$ cat src/rtl/lcd_pixel_fetch.sv
// Frame-buffer pixel fetcher: follows de_in, reads a 1-cycle-latency RAM and drives RGB565 to the panel
// with DE aligned two cycles behind de_in. Also provides colour bars, frame_done and a sticky row error.
module lcd_pixel_fetch #(
  parameter int H_ACTIVE = 5,
  parameter int V_ACTIVE = 10,
  parameter int ADDR_W   = 6
) (
  input  logic              clk,
  input  logic              rst_n,
  input  logic              en,
  input  logic              de_in,
  input  logic              test_pattern,
  output logic              mem_rd,
  output logic [ADDR_W-1:0] mem_addr,
  input  logic [15:0]       mem_rdata,
  output logic              pix_de,
  output logic [15:0]       pix_data,
  output logic              frame_done,
  output logic              row_err
);

  localparam int XW = $clog2(H_ACTIVE + 1);
  localparam int YW = $clog2(V_ACTIVE);
  localparam logic [XW-1:0] X_END  = XW'(H_ACTIVE);
  localparam logic [YW-1:0] Y_LAST = YW'(V_ACTIVE - 1);

  typedef enum logic [1:0] {IDLE, WAIT_ROW, ACTIVE_ROW, ROW_END} state_t;

  state_t            state, state_next;
  logic [XW-1:0]     x;
  logic [YW-1:0]     y;
  logic [ADDR_W-1:0] addr;
  logic              in_row;
  logic              row_end;
  logic [2:0]        bar_idx;
  logic [ADDR_W-1:0] next_row_addr;

  logic              valid1;
  logic              rd1;
  logic              tp1;
  logic [2:0]        bar1;

  assign mem_addr      = addr;
  assign bar_idx       = 3'((32'(x) * 32'd8) / 32'(H_ACTIVE));
  assign next_row_addr = ADDR_W'((32'(y) + 32'd1) * 32'(H_ACTIVE));

  always_ff @(posedge clk or negedge rst_n) begin
    if (!rst_n) state <= IDLE;
    else        state <= state_next;
  end

  // de_in is only honoured once the FSM has left IDLE, so a strobe coinciding with en rising is dropped
  always_comb begin
    state_next = state;
    in_row     = 1'b0;
    row_end    = 1'b0;
    mem_rd     = 1'b0;
    frame_done = 1'b0;
    unique case (state)
      IDLE:       state_next = WAIT_ROW;
      WAIT_ROW:   if (de_in) state_next = ACTIVE_ROW;
      ACTIVE_ROW: if (!de_in) state_next = ROW_END;
      ROW_END:    state_next = WAIT_ROW;
    endcase
    if (!en) state_next = IDLE;
    in_row     = en && de_in && (state == WAIT_ROW || state == ACTIVE_ROW);
    row_end    = en && (state == ROW_END);
    mem_rd     = in_row && (x < X_END);
    frame_done = row_end && (y == Y_LAST);
  end

  always_ff @(posedge clk or negedge rst_n) begin
    if (!rst_n) begin
      x       <= '0;
      y       <= '0;
      addr    <= '0;
      row_err <= 1'b0;
    end else if (!en) begin
      x    <= '0;
      y    <= '0;
      addr <= '0;
    end else begin
      if (in_row) begin
        if (mem_rd) begin
          x    <= x + XW'(1);
          addr <= addr + ADDR_W'(1);
        end else begin
          row_err <= 1'b1;
        end
      end
      // Re-deriving the row base keeps short rows from skewing every following row
      if (row_end) begin
        x <= '0;
        if (x != X_END) row_err <= 1'b1;
        if (y == Y_LAST) begin
          y    <= '0;
          addr <= '0;
        end else begin
          y    <= y + YW'(1);
          addr <= next_row_addr;
        end
      end
    end
  end

  always_ff @(posedge clk or negedge rst_n) begin
    if (!rst_n) begin
      valid1   <= 1'b0;
      rd1      <= 1'b0;
      tp1      <= 1'b0;
      bar1     <= '0;
      pix_de   <= 1'b0;
      pix_data <= '0;
    end else if (!en) begin
      valid1   <= 1'b0;
      rd1      <= 1'b0;
      tp1      <= 1'b0;
      bar1     <= '0;
      pix_de   <= 1'b0;
      pix_data <= '0;
    end else begin
      valid1 <= in_row;
      rd1    <= mem_rd;
      tp1    <= test_pattern;
      bar1   <= bar_idx;
      pix_de <= valid1;
      if (valid1 && rd1)
        pix_data <= tp1 ? {{5{bar1[2]}}, {6{bar1[1]}}, {5{bar1[0]}}} : mem_rdata;
      else
        pix_data <= 16'h0000;
    end
  end

endmodule

$ cat config.mk
export PLATFORM = sky130hd
export DESIGN_NAME = lcd_pixel_fetch
export DESIGN_NICKNAME = d
export VERILOG_FILES = /design/src/rtl/lcd_pixel_fetch.sv
export SDC_FILE = /design/constraint.sdc
export NUM_CORES = 1
export LEC_CHECK = 0
export ABC_AREA = 1
export BUFFER_PORTS_ARGS = -buffer_cell sky130_fd_sc_hd__buf_2
export CAP_MARGIN = 20
export CORE_MARGIN = 2
export CORE_UTILIZATION = 50
export CTS_CLUSTER_SIZE = 40
export DETAILED_ROUTE_END_ITERATION = 12
export GPL_TIMING_DRIVEN = 0
export HOLD_SLACK_MARGIN = 0.12
export PLACE_DENSITY_LB_ADDON = 0.12
export SYNTH_ARGS = -nofsm -noshare
export SYNTH_HDL_FRONTEND = slang
export SYNTH_SLANG_ARGS = --single-unit
$ cat constraint.sdc
create_clock -name clk -period 2.89 [get_ports clk]
set_input_delay 0.289 -clock clk [delete_from_list [all_inputs] [get_ports clk]]
set_output_delay 0.289 -clock clk [all_outputs]
set_load 0.05 [all_outputs]
==> results of run 1 <==
==> final cells by class <==
cell class | instances | area (sq um)
clock buffer | 5 | 68.8
sequential | 39 | 978
buffer | 5 | 33.8
timing repair buffer | 47 | 240
tap | 54 | 67.6
clock inverter | 3 | 15.0
multi-input combinational | 207 | 1190
fill | 436 | 1860
inverter | 47 | 176
==> through the flow <==
stage / setup slack [ps] / utilization / area (sq um) / std cells / power [W]
2_1_floorplan: 347 / - / 2370 / 298 / 0.000976
3_3_place_gp: 104 / 0.575 / 2660 / 397 / 0.00108
3_5_place_dp: 95.4 / 0.575 / 2660 / 397 / 0.00109
4_1_cts: 67.9 / 0.593 / 2740 / 405 / 0.00144
5_1_grt: 67.4 / 0.599 / 2770 / 407 / 0.00154
6_report: 236 / 0.599 / 2770 / 407 / 0.00143
==> routing by layer <==
metal	GRT usage	share of wire
met1	0.240	0.48
met2	0.299	0.45
met3	0.0511	0.062
met4	0.0556	0.0087
met5	0	0
==> what timing repair did <==
action	4_1_cts	5_1_grt
hold endpoints to repair	0	0
gates resized for setup	0	4
endpoints found under the setup margin	0	1
buffers inserted	0	2
==> worst register-to-register path, stage by stage (launching register included) <==
cell                      delay, ps
sky130_fd_sc_hd__dfrtp_2        440
sky130_fd_sc_hd__inv_2          100
sky130_fd_sc_hd__ha_1           150
sky130_fd_sc_hd__inv_1           40
sky130_fd_sc_hd__ha_1           270
sky130_fd_sc_hd__nand2_2         80
sky130_fd_sc_hd__nand2_2         90
sky130_fd_sc_hd__nor2_4         150
sky130_fd_sc_hd__nand2_2         70
sky130_fd_sc_hd__buf_6          150
sky130_fd_sc_hd__ha_4           280
sky130_fd_sc_hd__inv_1           60
sky130_fd_sc_hd__nand2_4         70
sky130_fd_sc_hd__nand2_2         70
sky130_fd_sc_hd__nor2_4         140
sky130_fd_sc_hd__nand2_2         70
sky130_fd_sc_hd__nand2_1         70
sky130_fd_sc_hd__nand3_1         70
sky130_fd_sc_hd__nor2_1         110
sky130_fd_sc_hd__a21oi_1         70
==> cell families after synthesis <==
family,after synthesis
AO/OA/AOI/OAI,48
adder cells (fa/ha/maj),16
buffers and inverters,52
flip-flops,39
XOR/XNOR,6
AND/OR/NAND/NOR,137
==> flip-flops by register name (all words and copies together), names as in the netlist <==
register  count
rd1           1
row_err       1
bar1          3
state         2
y             4
pix_data     16
tp1           1
x             3
pix_de        1
valid1        1
mem_addr      6
==> power by group <==
| group | leakage, nW | switching, W | internal, W |
|---|---|---|---|
| combinational | 1.05 | 0.000304 | 0.000130 |
| sequential | 0.526 | 0.0000507 | 0.000602 |
| clock | 0.0477 | 0.000182 | 0.000165 |
==> cell usage in the layout, fill, tap and decap left out, types with 3 or more instances in the layout <==
master                     instances
sky130_fd_sc_hd__buf_2            45
sky130_fd_sc_hd__xor2_1            6
sky130_fd_sc_hd__clkbuf_8          5
sky130_fd_sc_hd__nand2_1          73
sky130_fd_sc_hd__o22ai_1           3
sky130_fd_sc_hd__ha_1             14
sky130_fd_sc_hd__inv_2             4
sky130_fd_sc_hd__clkinv_2          3
sky130_fd_sc_hd__o21ai_0          13
sky130_fd_sc_hd__nand4_1           3
sky130_fd_sc_hd__nand3_1          17
sky130_fd_sc_hd__dfrtp_1          37
sky130_fd_sc_hd__nand2_2          11
sky130_fd_sc_hd__a21oi_1          24
sky130_fd_sc_hd__inv_1            43
sky130_fd_sc_hd__clkbuf_1          3
sky130_fd_sc_hd__nand2_4           5
sky130_fd_sc_hd__nor2_1           20
==> path summary, 6_finish.rpt <==
check                                  start          end  slack, ps  cells after the start
worst max-delay path                    x[1]      bar1[0]        240                     19
worst min-delay path                   rst_n  pix_data[8]        100                      1
worst max register to register          x[1]      bar1[0]        240                     19
worst min register to register        valid1       pix_de        460                      2
max in group asynchronous              rst_n         x[1]       2210                      1
min in group clk                test_pattern          tp1        190                      3
==> results.cfg, run 1 <==
[worst_setup_path]
timing.critical_path.max_delay_family = simple AND/OR/NAND/NOR gates
timing.critical_path.slowest_cell_delay_ps = 440
crit_path_cell_trace = inv_2 -> ha_1 -> inv_1 -> ha_1 -> nand2_2 -> nand2_2 -> nor2_4 -> nand2_2 -> buf_6 -> ha_4 -> inv_1 -> nand2_4 -> nand2_2 -> nor2_4 -> nand2_2 -> nand2_1 -> nand3_1 -> nor2_1 -> a21oi_1
worst-endpoint-required_ps = 3060
timing.critical_path.from_type = register
critical-path-top-cell-by-count = sky130_fd_sc_hd__nand2_2
timing.setup.critical_path_class = register to register
crit_path_end_kind = register
critPathMaxFanout = 10
crit_arrival_ps = 2830
cp.buffers_inverters = 4
slowest_stage = sky130_fd_sc_hd__dfrtp_2

[floorplanning]
initial_utilization = 0.511
fp.coreArea_sq_um = 4630
ioPinCount = 47
floorplan.die_area_sq_um = 5300
die_h_um = 72.8
fp.dieW_um = 72.8
rows = 25

[sta]
max_slew.worst_pin.slew_ps = 833
setup_violations = 0
layout_min_cycle_time_ps = 2650
setup_total_negative_slack_ps = 0
hold-worst-slack_ps = 104
timing.final.crit_share = 0.918
achievable-frequency_mhz = 377
hold_fails_final_rpt = 0
slew_viol_final = 0
maxSlewHeadroom = 0.445
rsz0062_at_grt = false
finClkSkew_ps = 3.22

[job]
timing.max_cap.violations = 0

[clocking]
clk_transition_reported_paths_ps = 70
cts_sinks = 39
cts_buffers = 5
cts.htree.levels = 2
hold_buffers = 0
cts_max_path_buffers = 2
clkLatencyLatePin_ps = 280
ctsRootBufferMaster = sky130_fd_sc_hd__clkbuf_8
cts_tree = yes

[grt]
initial_antenna_violation_count = 0
gr-usage-all-layers = 0.184
grt_remaining_overflow = 0
first_global_vias = 1833
grt_start_max_net_pins = 40
first_pass_grt_wire_length_um = 7710

[logic_synthesis]
synthFlopType = sky130_fd_sc_hd__dfrtp_1
synth_compound_area_frac = 0.112
synthXorXnorAreaFrac = 0.0222
synth-async-reset-ratio = 1.00
synth.cells.most_frequent = sky130_fd_sc_hd__nand2_1 (73), sky130_fd_sc_hd__inv_1 (44), sky130_fd_sc_hd__dfrtp_1 (39)
synth.yosys.warnings = 0
post_synth_fa_ha_maj_area_fraction = 0.0877
synthMuxAreaShare = 0
seq_area_frac_synth = 0.412
yosys-top-cells-area = sky130_fd_sc_hd__dfrtp_1 (41%), sky130_fd_sc_hd__nand2_1 (12%), sky130_fd_sc_hd__ha_1 (7.9%), sky130_fd_sc_hd__inv_1 (7.0%), sky130_fd_sc_hd__a21oi_1 (5.1%)
synth-simple-area-share = 0.277
syn-cell-area_sq_um = 2370
yosysMostFrequentCell = sky130_fd_sc_hd__nand2_1
main_combinational_cell_family_by_area_after_synthesis = simple AND/OR/NAND/NOR gates
post_synth.cell_area_avg_sq_um = 7.94
synth_top_cell_area_share = 0.412
synth_enable_flop_cells = 0
mappedNetlistNets = 335
synth_top_cell_by_area = sky130_fd_sc_hd__dfrtp_1
netlist_instances = 298
netlist-cell-type-count = 30
synth.ff_latch_count = 39

[place]
placement.io_buffers = 45
gpl.final_weighted_congestion = 0.821
place.detailed.hpwl_um = 3470

[power_and_ir_drop]
ir_drop_v = 0.000474
power_per_standard_cell_area_nw_per_um2 = 517
power.static_leakage_nw = 1.62

[worst_hold_path]
hold_path.class = primary input to async pin

[route]
ant_nets = 0
wire_per_inst_um = 11.0
drt_drc_violations_left = 0
totalWireLength_um = 4480
route.vias.total = 1984
count_of_tritonroute_iterations_in_the_first_routing_pass = 4
detail_routed_via_count_per_cell = 4.87
drtIter0Drc = 84

[final_layout]
layout-drive-gt1-share = 0.244
antenna-diode-count = 0
areaGrowthSynthToFinish_pct = 17.2
fin_nets = 389

[outcome]
status = finished, final reports clean
Note: power is estimated with default switching activity, not from simulation.
==> run 2, diff against run 1 <==
--- a/config.mk
+++ b/config.mk
@@ -9,7 +9,7 @@
 export BUFFER_PORTS_ARGS = -buffer_cell sky130_fd_sc_hd__buf_2
 export CAP_MARGIN = 20
 export CORE_MARGIN = 2
-export CORE_UTILIZATION = 50
+export CORE_UTILIZATION = 55
 export CTS_CLUSTER_SIZE = 40
 export DETAILED_ROUTE_END_ITERATION = 12
 export GPL_TIMING_DRIVEN = 0
==> constraint.sdc (replaced) <==
create_clock -name clk -period 2.89 [get_ports clk]
set_input_delay 0 -clock clk [delete_from_list [all_inputs] [get_ports clk]]
set_output_delay 0 -clock clk [all_outputs]
set_load 0.05 [all_outputs]
==> run 2 against run 1 <==
- register-to-register slack got worse by 20 ps
- largest cell class unchanged
- wire length rose by 16%
- highest routed layer unchanged
- via count rose by 8.7%
- global-route usage rose by 4.2 points
- die area fell by 8.6%
==> results.cfg, run 2 (synthesis results as in run 1) <==
[final_layout]
max_flop_register = pix_data
mostFrequentLayoutCells = sky130_fd_sc_hd__nand2_1 (73), sky130_fd_sc_hd__buf_2 (45), sky130_fd_sc_hd__inv_1 (43), sky130_fd_sc_hd__dfrtp_1 (37), sky130_fd_sc_hd__a21oi_1 (24)
antenna-diode-count = 0
final_common_cell = sky130_fd_sc_hd__nand2_1
postLayoutCoreUtil = 0.739
fin_nets = 413
largest_reg_flops = 16
layout-drive-gt1-share = 0.231
areaGrowthSynthToFinish_pct = 26.6

[worst_setup_path]
timing.critical_path.from_type = register
crit_path_end_kind = register
timing.rr.start = x[0]
r2r_depth = 19
setup_slack_of_the_most_critical_reg_to_reg_path_ps = 220
worst-endpoint-required_ps = 3070
worstReg2RegEnd = bar1[0]
timing.setup.critical_path_class = register to register
crit_arrival_ps = 2850
critPathMaxFanout = 10

[sta]
timing.final.crit_share = 0.924
setup_violations = 0
finClkSkew_ps = 2.89
hold_fails_final_rpt = 0
layout_min_cycle_time_ps = 2670
hold-worst-slack_ps = 354
slew_viol_final = 0
achievable-frequency_mhz = 375
maxSlewHeadroom = 0.427
max_slew.worst_pin.slew_ps = 860

[route]
drtIter0Drc = 169
count_of_tritonroute_iterations_in_the_first_routing_pass = 6
detail_routed_via_count_per_cell = 5.05
wire_per_inst_um = 12.1
route.vias.total = 2156
ant_nets = 0
totalWireLength_um = 5180
drt_drc_violations_left = 0

[power_and_ir_drop]
switching_share = 0.380
net_switching_w = 0.000562
ir_drop_v = 0.000298
share_clk_of_total_power = 0.245
combinationalPowerShare = 0.313
p_seq_frac = 0.441
power.static_leakage_nw = 1.71
p_total_w = 0.00148
power_per_standard_cell_area_nw_per_um2 = 493
internal_power_w = 0.000917

[grt]
grt_remaining_overflow = 0
first_pass_grt_wire_length_um = 8890
grt_start_max_net_pins = 40
first_global_vias = 2071
gr-usage-all-layers = 0.226
initial_antenna_violation_count = 0

[floorplanning]
floorplan.die_area_sq_um = 4840
fp.coreArea_sq_um = 4060
initial_utilization = 0.583
fp.dieW_um = 69.6
die_h_um = 69.6
ioPinCount = 47
rows = 23

[clocking]
cts_tree = yes
ctsRootBufferMaster = sky130_fd_sc_hd__clkbuf_8
cts_sinks = 39
clk_transition_reported_paths_ps = 80
cts.htree.levels = 2
cts_max_path_buffers = 2
clkLatencyLatePin_ps = 290
cts_buffers = 5

[outcome]
status = finished, final reports clean

[worst_hold_path]
hold_path.class = primary input to async pin

[job]
timing.max_cap.violations = 0

[place]
placement.io_buffers = 45
gpl.final_weighted_congestion = 0.860
place.detailed.hpwl_um = 3550
==> run 2: cell count changes in the layout (fill, tap and decap cells not counted) <==
cell,previous run,this run
sky130_fd_sc_hd__dlygate4sd3_1,0,22
sky130_fd_sc_hd__buf_4,2,4
sky130_fd_sc_hd__clkinv_2,3,1
sky130_fd_sc_hd__clkinvlp_4,0,2
sky130_fd_sc_hd__ha_1,14,15
sky130_fd_sc_hd__ha_4,1,0
==> run 2: how the worst max path moves through the flow <==
stage,startpoint,end,slack (ps),cells after the start
floorplan,x[0],bar1[0],350,19
global placement,x[0],bar1[0],80,19
detailed placement,x[0],bar1[0],90,19
CTS,x[0],bar1[0],70,19
global route,x[0],bar1[0],-10,19
finish,x[0],bar1[0],220,19
==> run 2: through the flow <==
stage | cell area, sq um | TNS (ps) | cells | worst slack [ps]
global placement | 2660 | 0 | 393 | 78.0
detailed placement | 2660 | 0 | 393 | 85.5
CTS | 2960 | 0 | 423 | 68.2
floorplan | 2370 | 0 | 298 | 347
global route | 3000 | -9.62 | 427 | -9.62
finish | 3000 | 0 | 427 | 220
==> run 2: per-layer routing <==
layer	vias up	share of wire	wire length, um	track usage
met4	0	0.016	84	0.0654
met3	7	0.033	171	0.0451
met1	999	0.44	2300	0.281
met5	-	0	0	0
li1	1104	-	-	-
met2	46	0.51	2620	0.397
==> run 2: critical path, stage by stage (launching register included) <==
cell                      delay, ps
sky130_fd_sc_hd__dfrtp_2        430
sky130_fd_sc_hd__inv_2           90
sky130_fd_sc_hd__ha_1           150
sky130_fd_sc_hd__inv_1           40
sky130_fd_sc_hd__ha_1           270
sky130_fd_sc_hd__nand2_2         80
sky130_fd_sc_hd__nand2_2         90
sky130_fd_sc_hd__nor2_4         120
sky130_fd_sc_hd__nand2_2         70
sky130_fd_sc_hd__buf_6          150
sky130_fd_sc_hd__ha_1           330
sky130_fd_sc_hd__inv_1           80
sky130_fd_sc_hd__nand2_4         70
sky130_fd_sc_hd__nand2_2         60
sky130_fd_sc_hd__nor2_4         130
sky130_fd_sc_hd__nand2_2         70
sky130_fd_sc_hd__nand2_1         80
sky130_fd_sc_hd__nand3_1         70
sky130_fd_sc_hd__nor2_1         110
sky130_fd_sc_hd__a21oi_1         70
==> run 2: cell type report <==
type,instances,area (sq um)
clock buffers,5,68.8
repair buffers,71,475
well taps,50,62.6
multi-input cells,207,1180
inverters,47,176
clock inverters,3,20.0
fillers,320,1060
flip-flops and latches,39,978
plain buffers,5,33.8
==> run 2: power groups by stage <==
stage | clock [W] | combinational [W] | sequential, W
after floorplan | 0 | 0.000232 | 0.000744
after global placement | 0 | 0.000418 | 0.000666
after detailed placement | 0 | 0.000425 | 0.000667
after CTS | 0.000371 | 0.000449 | 0.000656
after global routing | 0.000398 | 0.000515 | 0.000663
final | 0.000363 | 0.000463 | 0.000653
==> run 2: repair_timing <==
item	4_1_cts	5_1_grt
hold endpoints to repair	60	0
endpoints found under the setup margin	0	1
gates resized for setup	0	3
buffers inserted	0	4
hold buffers	22	0
